[config.mk]
export PLATFORM = sky130hd
export DESIGN_NAME = mul_seq
export DESIGN_NICKNAME = d
export VERILOG_FILES = /design/src/rtl/mul_seq.sv
export SDC_FILE = /design/constraint.sdc
export NUM_CORES = 1
export LEC_CHECK = 0
export ABC_AREA = 1
export CORE_MARGIN = 3
export CORE_UTILIZATION = 45
export DETAILED_ROUTE_END_ITERATION = 10
export PLACE_DENSITY = 0.79
export SLEW_MARGIN = 15
export SYNTH_ARGS = -nofsm -noshare
export SYNTH_HDL_FRONTEND = slang
export SYNTH_SLANG_ARGS = --single-unit
export TNS_END_PERCENT = 50
[constraint.sdc]
create_clock -name clk -period 3.2 [get_ports clk]
set_clock_uncertainty 0.05 [all_clocks]
set_input_delay 0.32 -clock clk [delete_from_list [all_inputs] [get_ports clk]]
set_output_delay 0.32 -clock clk [all_outputs]
set_load 0.005 [all_outputs]
[src/rtl/mul_seq.sv]
// ============================================================================
//  Module      : mul_seq
//  Description : Multicycle sequencer around a 32x32 signed multiplier; owns
//                HI/LO, MTHI/MTLO writes, busy/done handshake.
//  Revision    : 1.0 - initial release
// ============================================================================
`default_nettype none

module mul_seq #(
    parameter int LATENCY = 2
) (
    input  logic        clk,
    input  logic        rst_n,
    input  logic        start,
    input  logic        is_signed,
    input  logic [31:0] op_a,
    input  logic [31:0] op_b,
    input  logic        flush,
    input  logic        mthi,
    input  logic        mtlo,
    input  logic [31:0] wdata,
    output logic [31:0] mul_a,
    output logic [31:0] mul_b,
    input  logic [63:0] mul_prod,
    output logic        busy,
    output logic        done,
    output logic [31:0] hi,
    output logic [31:0] lo
);

    localparam logic [3:0] COUNT_INIT = 4'(LATENCY - 1);

    typedef enum logic [0:0] {
        IDLE = 1'b0,
        RUN  = 1'b1
    } state_t;

    state_t      state_q, state_d;
    logic [3:0]  count_q, count_d;
    logic        signed_q, signed_d;
    logic        done_q, done_d;
    logic [31:0] mul_a_q, mul_a_d;
    logic [31:0] mul_b_q, mul_b_d;
    logic [31:0] hi_q, hi_d;
    logic [31:0] lo_q, lo_d;
    logic [63:0] result;

    // Unsigned product = signed product plus the sign-bit weight of each operand.
    always_comb begin
        result = mul_prod;
        if (!signed_q) begin
            if (mul_a_q[31]) result = result + {mul_b_q, 32'b0};
            if (mul_b_q[31]) result = result + {mul_a_q, 32'b0};
        end
    end

    always_comb begin
        state_d  = state_q;
        count_d  = count_q;
        signed_d = signed_q;
        done_d   = 1'b0;
        mul_a_d  = mul_a_q;
        mul_b_d  = mul_b_q;
        hi_d     = hi_q;
        lo_d     = lo_q;

        case (state_q)
            IDLE: begin
                if (mthi) hi_d = wdata;
                if (mtlo) lo_d = wdata;
                if (start && !flush) begin
                    mul_a_d  = op_a;
                    mul_b_d  = op_b;
                    signed_d = is_signed;
                    count_d  = COUNT_INIT;
                    state_d  = RUN;
                end
            end
            RUN: begin
                if (flush) begin
                    state_d = IDLE;
                    count_d = 4'd0;
                end else if (count_q != 4'd0) begin
                    count_d = count_q - 4'd1;
                end else begin
                    hi_d    = result[63:32];
                    lo_d    = result[31:0];
                    done_d  = 1'b1;
                    state_d = IDLE;
                end
            end
            default: state_d = IDLE;
        endcase
    end

    always_ff @(posedge clk or negedge rst_n) begin
        if (!rst_n) begin
            state_q  <= IDLE;
            count_q  <= 4'd0;
            signed_q <= 1'b0;
            done_q   <= 1'b0;
            mul_a_q  <= 32'd0;
            mul_b_q  <= 32'd0;
            hi_q     <= 32'd0;
            lo_q     <= 32'd0;
        end else begin
            state_q  <= state_d;
            count_q  <= count_d;
            signed_q <= signed_d;
            done_q   <= done_d;
            mul_a_q  <= mul_a_d;
            mul_b_q  <= mul_b_d;
            hi_q     <= hi_d;
            lo_q     <= lo_d;
        end
    end

    assign busy  = (state_q == RUN);
    assign done  = done_q;
    assign mul_a = mul_a_q;
    assign mul_b = mul_b_q;
    assign hi    = hi_q;
    assign lo    = lo_q;

endmodule

`default_nettype wire

==> summary.md, run 1 <==
| Metric | Value |
|---|---|
| Final WL | ~47,000 um |
| Antenna violations before repair | 0 |
| Average vias per placed instance | about 5.4 |
| Placed cell area | 16,200 um2 |
| Syn Std Cell Area | around 11,000 um2 |
| Sequential-to-total area share from yosys stat | 0.307 |
| Final HPWL DP | approximately 35,000 um |
| TritonCTS Buffers | 17 |
| Root Driver | clkbuf_16 |
| Top cell type's share of synthesized area | 0.307 |
| Met1 WL | approximately 18,000 um |
| Die Y | between 150 and 200 um |
| Setup crit start | mul_b[0] |
| Share of cells above drive strength 1 | 0.330 |
| FF-to-FF setup slack | -0.60 ns |
| Cells after synthesis | approximately 1,600 |
| R2R Path Start | mul_b[0] |
| First-pass GRT wire length | about 70,000 um |
| Maximum vdd ir drop | 0.754 mV |
| Top_reg_cell synth | dfrtp_1 |
| Worst hold path class | input pin to asynchronous set/reset pin |
| Async SR Flop Fraction | 1.00 |
| Total gr overflow | 0 |
| Syn Nets | 1,811 |
| Die area | roughly 26,000 um2 |
| CP arrival | a little over 4 ns |
| Final setup vio count | 27 |
| Clk sinks | approximately 140 |
| Worst Setup Path Type | flop to flop |
| Final instance area | around 18,000 um2 |
| Worst Setup Slack, final | -0.603 ns |
| Final Net Count | roughly 2,400 |
| Top post-synthesis cells by count | nand2_1, inv_1, nor2_1 |
| Uppermost layer routed | met4 |
| Residual DRC count | 0 |
| Yosys Warn Count | 0 |
| Pleak | 8.62 nW |
| Post-synth cell types | 51 |
| Clock Pin Slew Worst Setup and Hold Paths | ~0.07 ns |
| R2R cell count | 26 |
| PwrDens | 1020 nW/um2 |
| Setup crit end | hi[10] |
| DR vias | between 10,000 and 15,000 |
| N_diodes | 0 |
| RSZ-0062 raised after global routing | yes |
| CP max-delay cell | dfrtp_1 |
| Number of enable flip-flop cells after synthesis | 0 |
| Routability cong. | a little under 1 |
| Worst slew pin tran | about 0.97 ns |
| Synth Register Bits | 135 |
| Crit. End Element | flop |
| Most used cell, CP | buf_4 |
| Reg area | about 3400 um2 |
| DR iter-0 viols | 1,095 |
| Final Cycle Share | 1.19 |
| H-tree depth | 4 |
| Hold Vio Cnt, Final | 0 |
| FP Rows | 56 |
| Hold_ws | ~0.40 ns |
| Crit-path max FO | 3 |
| Max incr delay on CP | ~0.41 ns |
| Yosys top cell by area | dfrtp_1 |
| DR WL/cell | 18.9 um |
| Port Buffer Count | ~300 |
| Routed wl met2 | between 20,000 and 25,000 um |
| TritonCTS clock tree | built |
| Die W | approximately 160 um |
| Footprint of the multi-input gates | between 8000 and 9000 um2 |
| Core footprint | 23,800 um2 |
| Largest net degree at the start of global routing | just over 70 |
| Synth area leaders | dfrtp_1, nand2_1, ha_1, mux2_2, inv_1 |
| Setup TNS | -11.75 ns |
| Reg2reg end | hi[10] |
| Failing checks | setup timing |
| Clk Latency, worst-skew pair | 0.44 ns |
| Metal3 WL | 3420 um |
| Detail Route Antenna Nets | 0 |
| Most common cell in the synthesized netlist | nand2_1 |
| P&R area growth vs syn | 66.4% |
| Max-slew headroom | 0.354 |
| FILL cells | 1,662 |
| CP Launch Type | flop |
| Avg Inst Size Synth | 6.99 um2 |
| Starting Density | 0.463 |
| Worst Path Required | ~3.5 ns |
| Clock Path Buffers | 2 |
| GRT Total Usage | 0.337 |
| I/O Pins | 297 |
| Final Slew Violations | 0 |
| Vias in the first global route | around 13,000 |
| Max_cap viols | 0 |
| Status | finished, violations left |
| First-pass DRT Iterations | 5 |
| Fmax | ~0.26 GHz |
| Crit path time final | 3.80 ns |
==> cell type report <==
cell class / count / share of cell area
repair buffers: 591 / 0.288
inverters: 176 / 0.0363
flip-flops and latches: 135 / 0.185
clock buffers: 18 / 0.0240
clock inverters: 14 / 0.00718
well taps: 319 / 0.0218
multi-input cells: 1208 / 0.438
==> timing repair <==
item	CTS	global route
endpoints found under the hold margin	68	0
buffers inserted	33	10
hold buffers	1	0
pin swaps	67	71
endpoints found under the setup margin	27	29
resized for setup	185	110
==> worst max-delay path, delay by kind of cell, from the launching register on <==
kind / cells / cell delay (ns)
buffers and inverters: 13 / 1.64
and+or+nand+nor: 7 / 0.62
adders and majority gates: 2 / 0.55
DFF: 1 / 0.41
AOI/OAI and AO/OA: 3 / 0.28
xor gates and xnor gates: 1 / 0.15
==> cells by family after synthesis <==
| family | after synthesis | share of synthesized area |
|---|---|---|
| xor+xnor | 24 | 0.0191 |
| flops | 135 | 0.307 |
| compound gates | 256 | 0.136 |
| buf+inv | 230 | 0.0820 |
| simple gates | 794 | 0.309 |
| mux | 63 | 0.0644 |
| fa+ha+maj | 71 | 0.0822 |
==> per-stage QoR <==
stage,setup slack [ns],total power (W),util,cells
6_report,-0.603,0.0186,0.770,2461
5_1_grt,-0.808,0.0198,0.770,2461
4_1_cts,-0.509,0.0175,0.749,2452
3_5_place_dp,-1.08,0.0138,0.680,2386
3_3_place_gp,-1.03,0.0137,0.680,2386
2_1_floorplan,0.0224,0.00830,-,1573
==> cells in the final DEF (no fill, tap or decap), types with 5 or more instances in the layout <==
cell and instances:
o21ai_2 19, nand3_2 21, a31oi_1 42, a21oi_2 50, nor2_1 133, inv_1 149, a21o_1 10, mux2_2 62
ha_4 32, ha_1 36, xnor2_1 8, nor2_4 11, buf_6 8, dfrtp_1 132, nand2_2 61, clkbuf_16 17
nor3_1 5, a21oi_4 7, nand4_1 5, inv_2 24, and2_4 5, nand2_1 402, nor2_2 25, nand3_1 75
buf_4 282, inv_8 5, nand3b_1 7, nand2_4 27, buf_12 5, xor2_1 10, a21oi_1 73, o21ai_1 14
clkdlybuf4s50_1 295, o21ai_0 20
==> per-layer routing <==
layer  vias to the layer above  track usage
met5                         -            0
met4                         0        0.147
met3                       146       0.0602
met2                       668        0.590
met1                      6167        0.406
li1                       6257            -
==> state kept, by name (all words and copies together), names as in the netlist <==
signal	count
hi	32
mul_b	32
mul_a	32
done	1
busy	1
signed_q	1
count_q	4
lo	32
==> worst min-delay path by stage <==
stage            startpoint  cells after the start  slack (ns)       end
2_1_floorplan         rst_n                      0       -0.03      busy
3_3_place_gp          rst_n                      1        0.31  mul_a[1]
3_5_place_dp          rst_n                      1        0.31  mul_a[0]
4_1_cts        mul_prod[29]                      3        0.39    lo[29]
5_1_grt         mul_prod[9]                      3        0.42     lo[9]
6_report              rst_n                      2        0.40  mul_a[0]
==> where the power goes <==
part | internal [W] | leakage [nW] | switching, W | total, W
Combinational | 0.00674 | 6.80 | 0.00703 | 0.0138
Sequential | 0.00234 | 1.55 | 0.000555 | 0.00289
Clock | 0.00105 | 0.274 | 0.000936 | 0.00199
No activity file was read; power rests on OpenSTA's default activity.
==> inputs of run 2 (changes only) <==
CORE_MARGIN = default   (was 3)
==> summary.md, run 2 (synthesis gave the netlist of run 1 again) <==
| Metric | Value |
|---|---|
| Status | finished, violations left |
| Failing checks | setup timing |
| Final Slew Violations | 0 (unchanged) |
| RSZ-0062 raised after global routing | yes |
| FP Rows | 56 (unchanged) |
| Maximum vdd ir drop | 0.566 mV (-25%) |
| Clk sinks | 135 (unchanged) |
| I/O Pins | 297 (unchanged) |
| Psw | 0.00858 W (+0.68%) |
| Final setup vio count | 28 (+3.7%) |
| Residual DRC count | 0 (unchanged) |
| Setup crit end | hi[26] |
| Worst Setup Slack, final | -0.639 ns (-0.0360 ns) |
| Worst slew pin tran | 0.830 ns (-0.139 ns) |
| Commonest non-fill, non-tap cell in the layout | nand2_1 |
| Final Cycle Share | 1.20 (+0.0113) |
| Setup crit start | mul_b[1] |
| Clock Path Buffers | 2 (unchanged) |
| P_int | 0.0101 W (-0.70%) |
| Largest net degree at the start of global routing | 74 (+4.2%) |
| FF-to-FF setup slack | -0.64 ns (-0.04 ns) |
| TritonCTS clock tree | built |
| Max_cap viols | 0 (unchanged) |
| Crit-path max FO | 4 (+1) |
| Crit path time final | 3.84 ns (+0.0360 ns) |
| CP arrival | 4.12 ns (+0.02 ns) |
| R2R Path Start | mul_b[1] |
| Detail Route Antenna Nets | 0 (unchanged) |
| Sw Ratio | 0.461 (+0.00342) |
| Starting Density | 0.464 (+0.00137) |
| CP Launch Type | flop |
| Antenna violations before repair | 0 (unchanged) |
| Fmax | 0.261 GHz (-0.94%) |
| Average vias per placed instance | 5.43 (+0.98%) |
| Core footprint | 23,700 um2 (-0.30%) |
| Reg2reg end | hi[26] |
| First-pass DRT Iterations | 7 (+2) |
| Routability cong. | 0.953 (-0.74%) |
| GRT Total Usage | 0.367 (+0.0299) |
| P&R area growth vs syn | 66.6% |
| Final HPWL DP | 34,900 um (-0.15%) |
| Setup WS pre-CTS | -1.17 ns (-0.0881 ns) |
| First-pass GRT wire length | 69,700 um (-0.20%) |
| Commonest non-fill, non-tap cells in the layout | nand2_1, clkdlybuf4s50_1, buf_4 |
| DR WL/cell | 19.1 um (+0.98%) |
| DR vias | 13,400 (+1.0%) |
| Min-Delay Path Depth | 3 |
| Final WL | 47,000 um (+1.0%) |
| Die area | 25,100 um2 (-4.9%) |
| H-tree depth | 4 (unchanged) |
| Clock power share | 0.109 (+0.002) |
| R2R cell count | 29 (+12%) |
| Die Y | 158 um (-2.5%) |
| CP max-delay cell | dfrtp_1 |
| Worst Setup Path Type | flop to flop |
| Clock Pin Slew Worst Setup and Hold Paths | 0.07 ns (about the same) |
| Worst Path Required | 3.48 ns (-0.02 ns) |
| Max incr delay on CP | 0.44 ns (+0.03 ns) |
| Hold Vio Cnt, Final | 0 (unchanged) |
| TritonCTS Buffers | 17 (unchanged) |
| Final Net Count | 2,368 (+0.042%) |
| Crit. End Element | flop |
| Vias in the first global route | 13,100 (-0.053%) |
| Root Driver | clkbuf_16 |
| Tot Pwr | 0.0186 W (about the same) |
| Post-layout util | 0.773 (+0.00307) |
| Sequential power share | 0.156 (about the same) |
| Max-slew headroom | 0.446 (+0.0926) |
| PwrDens | 1020 nW/um2 (-0.17%) |
| Port Buffer Count | 296 (unchanged) |
| Most used cell, CP | nand2_1 |
| DR iter-0 viols | 992 (-9.4%) |
| Share of cells above drive strength 1 | 0.326 (-0.00389) |
| Worst hold path class | input pin to flop |
| Pleak | 8.63 nW (+0.20%) |
| Die W | 158 um (-2.5%) |
| Combinational Power Share | 0.736 (-0.002) |
| Total gr overflow | 0 (unchanged) |
| Clk Latency, worst-skew pair | 0.44 ns (about the same) |
| N_diodes | 0 (unchanged) |
==> run 2: critical path: cells and delay by family, from the launching register on <==
family,cells,cell delay [ns]
adders and majority gates,2,0.61
AOI/OAI and AO/OA,1,0.06
and+or+nand+nor,24,2.35
DFF,1,0.44
buffers and inverters,2,0.19
==> run 2: how the worst min path moves through the flow <==
stage | startpoint | endpoint | slack [ns]
3_3_place_gp | rst_n | mul_b[0] | 0.35
2_1_floorplan | rst_n | busy | -0.03
4_1_cts | mul_prod[26] | lo[26] | 0.40
6_report | mul_prod[26] | lo[26] | 0.41
3_5_place_dp | rst_n | mul_a[0] | 0.35
5_1_grt | mul_prod[26] | lo[26] | 0.40
==> run 2: timing repair <==
item / in CTS / in global routing
setup endpoints to repair: 27 / 29
pin swaps: 59 / 66
hold buffers: 1 / 0
setup buffers: 33 / 15
hold endpoints to repair: 72 / 0
gates resized for setup: 167 / 131
==> run 2: final cells by class <==
class | instances | area [um2]
Timing Repair Buffer | 592 | 5270
Inverter | 176 | 663
Multi-Input combinational cell | 1208 | 8030
Clock inverter | 14 | 129
Clock buffer | 18 | 439
Sequential cell | 135 | 3380
Fill cell | 1712 | 5370
Tap cell | 319 | 399
==> run 2: layer usage <==
layer / wire length, um / track usage
met2: 23200 / 0.650
met3: 3120 / 0.0580
met5: 0 / 0
met1: 18300 / 0.429
met4: 2410 / 0.184
==> run 2: metrics by stage <==
stage               setup TNS (ns)  hold slack [ns]  instances  area, um2
global placement            -22.40            0.347       2383      16100
finish                      -11.85            0.410       2462      18300
CTS                          -9.95            0.399       2449      17600
floorplan                        0          -0.0256       1573      11100
detailed placement          -22.99            0.352       2383      16100
global route                -17.35            0.403       2462      18300
==> run 2: power by group through the flow <==
stage / combinational, W / sequential [W] / clock (W)
after floorplan: 0.00550 / 0.00280 / 0
after global placement: 0.0107 / 0.00284 / 0
final: 0.0137 / 0.00290 / 0.00203
after global routing: 0.0147 / 0.00296 / 0.00209
after CTS: 0.0123 / 0.00287 / 0.00203
after detailed placement: 0.0108 / 0.00287 / 0
